**src/rtl/uart_tx_ctrl.sv**
```systemverilog
// ============================================================================
// Module   : uart_tx_ctrl
// Brief    : Transmit-side UART with a small byte FIFO and an 8N1 serialiser.
// Revision : 1.0 - initial release
// ============================================================================
`default_nettype none

module uart_tx_ctrl #(
    parameter int CLKS_PER_BIT = 104,
    parameter int FIFO_DEPTH   = 4
) (
    input  logic                          CLK,
    input  logic                          RESET,
    input  logic                          wr_valid,
    input  logic [7:0]                    wr_data,
    output logic                          wr_ready,
    output logic                          TXD,
    output logic                          busy,
    output logic [$clog2(FIFO_DEPTH):0]   fifo_count
);

    localparam int PTR_W  = $clog2(FIFO_DEPTH);
    localparam int CNT_W  = PTR_W + 1;
    localparam int BAUD_W = $clog2(CLKS_PER_BIT);

    localparam logic [BAUD_W-1:0] C_BAUD_LAST = BAUD_W'(CLKS_PER_BIT - 1);
    localparam logic [CNT_W-1:0]  C_FULL      = CNT_W'(FIFO_DEPTH);

    typedef enum logic [1:0] {
        IDLE  = 2'd0,
        START = 2'd1,
        DATA  = 2'd2,
        STOP  = 2'd3
    } state_t;

    state_t             r_state, w_state_next;
    logic [7:0]         r_mem [FIFO_DEPTH];
    logic [PTR_W-1:0]   r_wr_ptr, r_rd_ptr;
    logic [CNT_W-1:0]   r_count;
    logic [BAUD_W-1:0]  r_baud, w_baud_next;
    logic [2:0]         r_bit, w_bit_next;
    logic [7:0]         r_shift, w_shift_next;
    logic               r_txd, w_txd_next;
    logic               w_push, w_pop, w_last;
    logic [7:0]         w_head;

    assign wr_ready   = (r_count != C_FULL);
    assign w_push     = wr_valid && wr_ready;
    assign w_head     = r_mem[r_rd_ptr];
    assign w_last     = (r_baud == C_BAUD_LAST);
    assign TXD        = r_txd;
    assign fifo_count = r_count;
    assign busy       = (r_state != IDLE) || (r_count != '0);

    // Storage carries no reset: occupancy is governed by the pointers and count.
    always_ff @(posedge CLK) begin
        if (w_push) begin
            r_mem[r_wr_ptr] <= wr_data;
        end
    end

    always_ff @(posedge CLK) begin
        if (RESET) begin
            r_state  <= IDLE;
            r_wr_ptr <= '0;
            r_rd_ptr <= '0;
            r_count  <= '0;
            r_baud   <= '0;
            r_bit    <= '0;
            r_shift  <= '0;
            r_txd    <= 1'b1;
        end else begin
            r_state  <= w_state_next;
            r_baud   <= w_baud_next;
            r_bit    <= w_bit_next;
            r_shift  <= w_shift_next;
            r_txd    <= w_txd_next;
            r_count  <= r_count + CNT_W'(w_push) - CNT_W'(w_pop);
            if (w_push) begin
                r_wr_ptr <= r_wr_ptr + PTR_W'(1);
            end
            if (w_pop) begin
                r_rd_ptr <= r_rd_ptr + PTR_W'(1);
            end
        end
    end

    // TXD is computed one edge ahead so the registered line matches the state.
    always_comb begin
        w_state_next = r_state;
        w_pop        = 1'b0;
        w_baud_next  = w_last ? '0 : r_baud + BAUD_W'(1);
        w_bit_next   = r_bit;
        w_shift_next = r_shift;
        w_txd_next   = r_txd;

        case (r_state)
            IDLE: begin
                w_txd_next  = 1'b1;
                w_baud_next = '0;
                if (r_count != '0) begin
                    w_pop        = 1'b1;
                    w_shift_next = w_head;
                    w_txd_next   = 1'b0;
                    w_state_next = START;
                end
            end
            START: begin
                w_txd_next = 1'b0;
                if (w_last) begin
                    w_bit_next   = 3'd0;
                    w_txd_next   = r_shift[0];
                    w_state_next = DATA;
                end
            end
            DATA: begin
                if (w_last) begin
                    if (r_bit == 3'd7) begin
                        w_txd_next   = 1'b1;
                        w_state_next = STOP;
                    end else begin
                        w_bit_next   = r_bit + 3'd1;
                        w_shift_next = r_shift >> 1;
                        w_txd_next   = r_shift[1];
                    end
                end
            end
            STOP: begin
                w_txd_next = 1'b1;
                if (w_last) begin
                    if (r_count != '0) begin
                        w_pop        = 1'b1;
                        w_shift_next = w_head;
                        w_txd_next   = 1'b0;
                        w_state_next = START;
                    end else begin
                        w_state_next = IDLE;
                    end
                end
            end
            default: begin
                w_state_next = IDLE;
                w_txd_next   = 1'b1;
            end
        endcase
    end

endmodule

`default_nettype wire

```
**config.mk**
```make
export PLATFORM = sky130hd
export DESIGN_NAME = uart_tx_ctrl
export DESIGN_NICKNAME = d
export VERILOG_FILES = /design/src/rtl/uart_tx_ctrl.sv
export SDC_FILE = /design/constraint.sdc
export NUM_CORES = 1
export LEC_CHECK = 0
export CORE_MARGIN = 1.5
export CORE_UTILIZATION = 40
export CTS_CLUSTER_DIAMETER = 50
export DETAILED_ROUTE_END_ITERATION = 12
export MAX_ROUTING_LAYER = met4
export PLACE_DENSITY = 0.58
export SETUP_SLACK_MARGIN = 0.02
export SYNTH_ARGS = -nofsm -noshare
export SYNTH_HDL_FRONTEND = slang
export SYNTH_SLANG_ARGS = --single-unit
export TNS_END_PERCENT = 10
```
**constraint.sdc**
```tcl
create_clock -name CLK -period 5.95 [get_ports CLK]
set_input_delay 0.8925 -clock CLK [delete_from_list [all_inputs] [get_ports CLK]]
set_output_delay 0.8925 -clock CLK [all_outputs]
set_load 0.005 [all_outputs]
```
## After elaboration in Yosys (flattened, before gate mapping)

Memories as Yosys holds them, arrays and structs flattened. A register that Yosys moved wholly into a read port is not among the register bits.
Cells that the tools add are included.

| cells by class | value |
|---|---|
| $add $sub $neg | 6 |
| equal/unequal tests | 12 |
| mux-type cells | 29 |
| reduce and logical (&&, ||, !) cells | 11 |

Operator list:

| kind | count |
|---|---|
| $mux 8 | 4 |
| $pmux 8 s3 | 1 |
| $mux 2 | 7 |
| $ne 2x2->1 const B | 6 |
| $mux 1 | 10 |
| $mux 3 | 3 |
| $pmux 2 s4 | 1 |
| $reduce_and 4->1 | 2 |
| $add 7x1->7 const B | 1 |
| $eq 7x7->1 const B | 1 |
| $pmux 3 s2 | 1 |
| $reduce_bool 3->1 | 2 |
| $reduce_and 5->1 | 1 |
| $add 2x1->2 const B | 2 |
| $eq 2x2->1 const B | 2 |
| $pmux 1 s4 | 1 |
| $reduce_bool 2->1 | 2 |
| $add 3x1->3 | 1 |
| $add 3x1->3 const B | 1 |
| $eq 3x3->1 const B | 1 |
| $ne 3x3->1 const B | 1 |
| $reduce_or 3->1 | 1 |
| $sub 3x1->3 | 1 |
| $eq 2x1->1 const B | 1 |
| other kinds (4) | 4 |

| storage, ports and cells | value |
|---|---|
| register bits | 28 |
| RAM bits | 32 |
| bits of input ports | 11 |
| output and inout bits | 6 |
| word-level logic and storage cells | 67 |
| memories | 1 |

Memory list:

| name | depth | width | read ports | clocked after Yosys merged registers in | wr ports | RTL line | source |
|---|---|---|---|---|---|---|---|
| r_mem | 4 | 8 | 1 | 1 | 1 | 37 | `logic [7:0] r_mem [FIFO_DEPTH];` |

## Depth between registers and ports, before layout

| logic depth | value |
|---|---|
| depth in word-level cells | 6 |
| depth in mapped cells | 12 |
| gate-level depth less buffers | 11 |

## Worst setup path after synthesis

OpenSTA, ideal clock, no wires.

| path | value |
|---|---|
| kind | register to register |
| start | register r_baud[0] |
| end | register r_count[2], in the netlist fifo_count[2] |
| setup time | 0.128 ns |
| arrival time | 2.339 ns |
| required time | 5.822 ns |
| slack | 3.483 ns |
| cell stages (with the launch flop) | 13 |
| path buffers | 1 |
| clock period less this slack | 2.467 ns |
| path through | dfxtp_1 -> ha_1 -> and2_1 -> buf_2 -> a31oi_1 -> nor3_1 -> ha_1 -> inv_1 -> ha_1 -> fa_1 -> xnor2_1 -> xnor2_1 -> nor2_1 |

| on the way | value |
|---|---|
| word-level cells in the longest chain between the ends | 4 |

Ends and longest elaborated chain:

| what | RTL line | source |
|---|---|---|
| start, declared | 40 | `logic [BAUD_W-1:0] r_baud, w_baud_next;` |
| start signal, assigned | 74 | `r_baud <= w_baud_next;` |
| $eq 7x7->1 | 50 | `assign w_last = (r_baud == C_BAUD_LAST);` |
| $mux 1 | 130 | `if (w_last) begin` |
| $pmux 1 s2 | 97 | `case (r_state)` |
| via w_pop | 44 | `logic w_push, w_pop, w_last;` |
| $sub 3x1->3 | 78 | `r_count <= r_count + CNT_W'(w_push) - CNT_W'(w_pop);` |
| end signal, assigned | 78 |  |
| end, declared | 39 | `logic [CNT_W-1:0] r_count;` |

The timed path passes the listed nets, and every way through them passes these cells.
A chain may end at the register's enable or synchronous reset.

## Final worst setup path

| path | value |
|---|---|
| start | register r_count[1], in the netlist fifo_count[1] |
| end | output port busy |

| on the way | value |
|---|---|
| word-level cells in the longest chain between the ends | 2 |

Ends and longest elaborated chain:

| what | RTL line | source |
|---|---|---|
| $reduce_bool 3->1 | 53 | `assign busy = (r_state != IDLE) \|\| (r_count != '0);` |
| $logic_or 1x1->1 | 53 |  |
| end, declared | 18 | `output logic busy,` |

No other way between the ends.

==> impl_metrics.csv <==
group,metric,value,unit
status,status,"finished clean",
synthesis,ys_async_sr_fraction,0,
power_and_ir_drop,comb_power_share,0.338,
power_and_ir_drop,irDropWorstVdd,0.184,mV
global_routing,grt_pass1_wl,8.08,mm
power_and_ir_drop,pwr-share-clk,0.240,
critical_path,rr_startpoint,"r_baud[0]",
synthesis,synth.area.mux_share,0.106,
sta,rsz0062_at_grt,"false",
synthesis,syn_area,2850,um^2
route,drc,0,
floorplanning,rows,30,
sta,slew_viol_final,0,
power_and_ir_drop,p_per_area,429,nW/um^2
power_and_ir_drop,p_int,941,uW
critical_path,startpoint_type,"flip-flop",
cells_and_area,layout_common_cells,"edfxtp_1 (32), dfxtp_1 (30), nand2_1 (22), clkdlybuf4s50_1 (16), a21oi_1 (15)",
hold_path,hold_path.class,"reg -> reg",
sta,layout_setup_ws,3.11,ns
cells_and_area,antenna_cells,0,
sta,fin_crit_sh,0.477,
route,dr.pass1.iters,4,
flow_run,drv_cap,0,
synthesis,synth-compound-area-share,0.0711,
critical_path,critPathKind,"reg -> out",
synthesis,synthDistinctLibCells,43,
synthesis,synthXorXnorAreaFrac,0.0246,
critical_path,rrSetupSlack,3.24,ns
synthesis,synthCells,234,
synthesis,syn-mean-instance-area,12.2,um^2
synthesis,synth_simple_gate_area_frac,0.146,
cts,cts_hold_buf,0,
critical_path,critical_path_required,5.06,ns
cells_and_area,fin_util,0.477,
route,ant_nets,0,
cts,cts_sinks,62,
global_routing,grt_pass1_vias,1706,
sta,finalSetupViolations,0,
place,port_buffers,16,
place,gp_congestion,0.807,
sta,whs,0.464,ns
cells_and_area,final_common_cell,"edfxtp_1",
cts,cts_resized,0,
floorplanning,fp.dieH,87.4,um
synthesis,synth_nets,260,
cts,cts_htree_levels,3,
sta,relSlewSlack,0.609,
synthesis,yosys_warnings,0,
sta,period_minus_slack,2.84,ns
cts,clockBufferDepth,2,
sta,worst_pin_slew,0.587,ns
cells_and_area,nets,278,
power_and_ir_drop,leakage,1.21,nW
synthesis,ys_ff_latch,62,
floorplanning,start_util,0.417,
place,dp_slack,2.93,ns
power_and_ir_drop,p_seq_frac,0.422,
cts,post_cts_buffers,0,
cts,root_buffer,"clkbuf_8",
critical_path,critPathMaxFanout,6,
route,drt_iter0_markers,66,
cts,clkLatencyLatePin,0.34,ns
cells_and_area,drive_gt1_frac,0.152,
floorplanning,ios,17,
synthesis,synth_top_family_by_area,"simple AND/OR/NAND/NOR gates",
synthesis,synth_fa_ha_area_frac,0.0685,
synthesis,synth_flop_cell,"edfxtp_1",
critical_path,cp.arrival,1.95,ns
sta,hold_viol,0,
global_routing,grt_usage,0.149,
critical_path,endpoint_kind,"output port",
place,hpwl,3.16,mm
sta,setup_tns,0,ns
hold_path,hold_path_startpoint,"r_bit[2]",
sta,fmax,352,MHz
floorplanning,core,6830,um^2
route,vias,1740,
route,routed_wl,4.78,mm
critical_path,crit_start,"fifo_count[1]",
synthesis,ys_seq_area_frac,0.548,
route,via_per_inst,4.93,
route,drt-wirelength-per-cell,13.5,um
cts,path_clk_slew,0.07,ns
floorplanning,die_w,87.4,um
sta,clock_skew,0.00832,ns
cells_and_area,syn2layout_area_growth,14.5,%
power_and_ir_drop,p_switching,460,uW
global_routing,overflow,0,
global_routing,grt_max_degree,34,
global_routing,grt_antenna_before_repair,0,
floorplanning,die-area,7640,um^2
power_and_ir_drop,switching_share,0.328,
cts,cts_tree,"built",
synthesis,synth_edf_count,32,
cts,numCtsBuffers,9,
-- cells by family after synthesis --
kind of cell | after synthesis
AND/OR/NAND/NOR | 79
XOR/XNOR | 8
adder cells (fa/ha/maj) | 15
buffers and inverters | 22
AO/OA/AOI/OAI | 29
multiplexers | 19
flip-flops | 62
-- flip-flops by register name (all words and copies together) (netlist names), named ones only --
| register | cells |
|---|---|
| r_baud | 7 |
| r_shift | 8 |
| r_state | 2 |
| r_mem | 32 |
| r_bit | 3 |
| fifo_count | 3 |
| TXD | 1 |
| r_rd_ptr | 2 |
| r_wr_ptr | 2 |
-- per-layer routing --
layer / global-route usage / share of wire / routed length [um] / up-vias
li1: - / - / - / 882
met1: 0.182 / 0.49 / 2340 / 824
met2: 0.215 / 0.46 / 2200 / 25
met3: 0.0464 / 0.032 / 151 / 9
met4: 0.0866 / 0.018 / 87 / 0
met5: - / 0 / 0 / -
-- Yosys cell counts, types with 2 or more instances --
library cell | number | area (um^2)
and3_1 | 5 | 31.3
ha_1 | 14 | 175
or3_1 | 3 | 18.8
nand2_1 | 22 | 82.6
mux4_2 | 8 | 180
edfxtp_1 | 32 | 961
a21oi_1 | 15 | 75.1
nand3_1 | 4 | 20.0
xor2_1 | 4 | 35.0
buf_2 | 2 | 10.0
buf_6 | 2 | 22.5
nor3_1 | 5 | 25.0
nor2_1 | 14 | 52.6
and2_1 | 3 | 18.8
xnor2_1 | 4 | 35.0
nor2b_1 | 13 | 81.3
inv_1 | 12 | 45.0
clkbuf_1 | 5 | 18.8
o211ai_1 | 2 | 15.0
dfxtp_1 | 30 | 601
a31oi_1 | 3 | 18.8
mux2_2 | 10 | 113
nand4b_1 | 2 | 17.5
-- worst max-delay path, cell delays in order, from the launching register on --
cell,delay [ns]
dfxtp_1,0.36
nor3_1,0.44
and2_1,0.30
inv_1,0.06
clkdlybuf4s50_1,0.44
-- per-stage QoR --
stage | std cells | power, mW | cell area, um^2
global placement | 337 | 1.08 | 3080
global route | 353 | 1.50 | 3260
finish | 353 | 1.40 | 3260
CTS | 353 | 1.42 | 3260
detailed placement | 337 | 1.08 | 3080
floorplan | 234 | 0.953 | 2850
-- power by group through the flow --
stage	Clock [mW]	Sequential, mW	Combinational (mW)
after floorplan	0	0.576	0.377
after global placement	0	0.601	0.478
after detailed placement	0	0.603	0.478
after CTS	0.350	0.594	0.480
after global routing	0.365	0.605	0.535
final	0.336	0.592	0.473
-- layout make-up --
type	instances	area, um^2
Clock buffer	9	124
Clock inverter	7	56.3
Fill cell	647	3570
Inverter	12	45.0
Multi-Input combinational cell	150	1190
Sequential cell	62	1560
Tap cell	96	120
Timing Repair Buffer	17	168
-- path summary, 6_finish.rpt --
check / depth (start not counted) / to
max: 4 / busy
min reg2reg: 2 / r_bit[2]
max reg2reg: 11 / fifo_count[2]
min: 2 / r_bit[2]
Power figures use the tool's default switching activity.
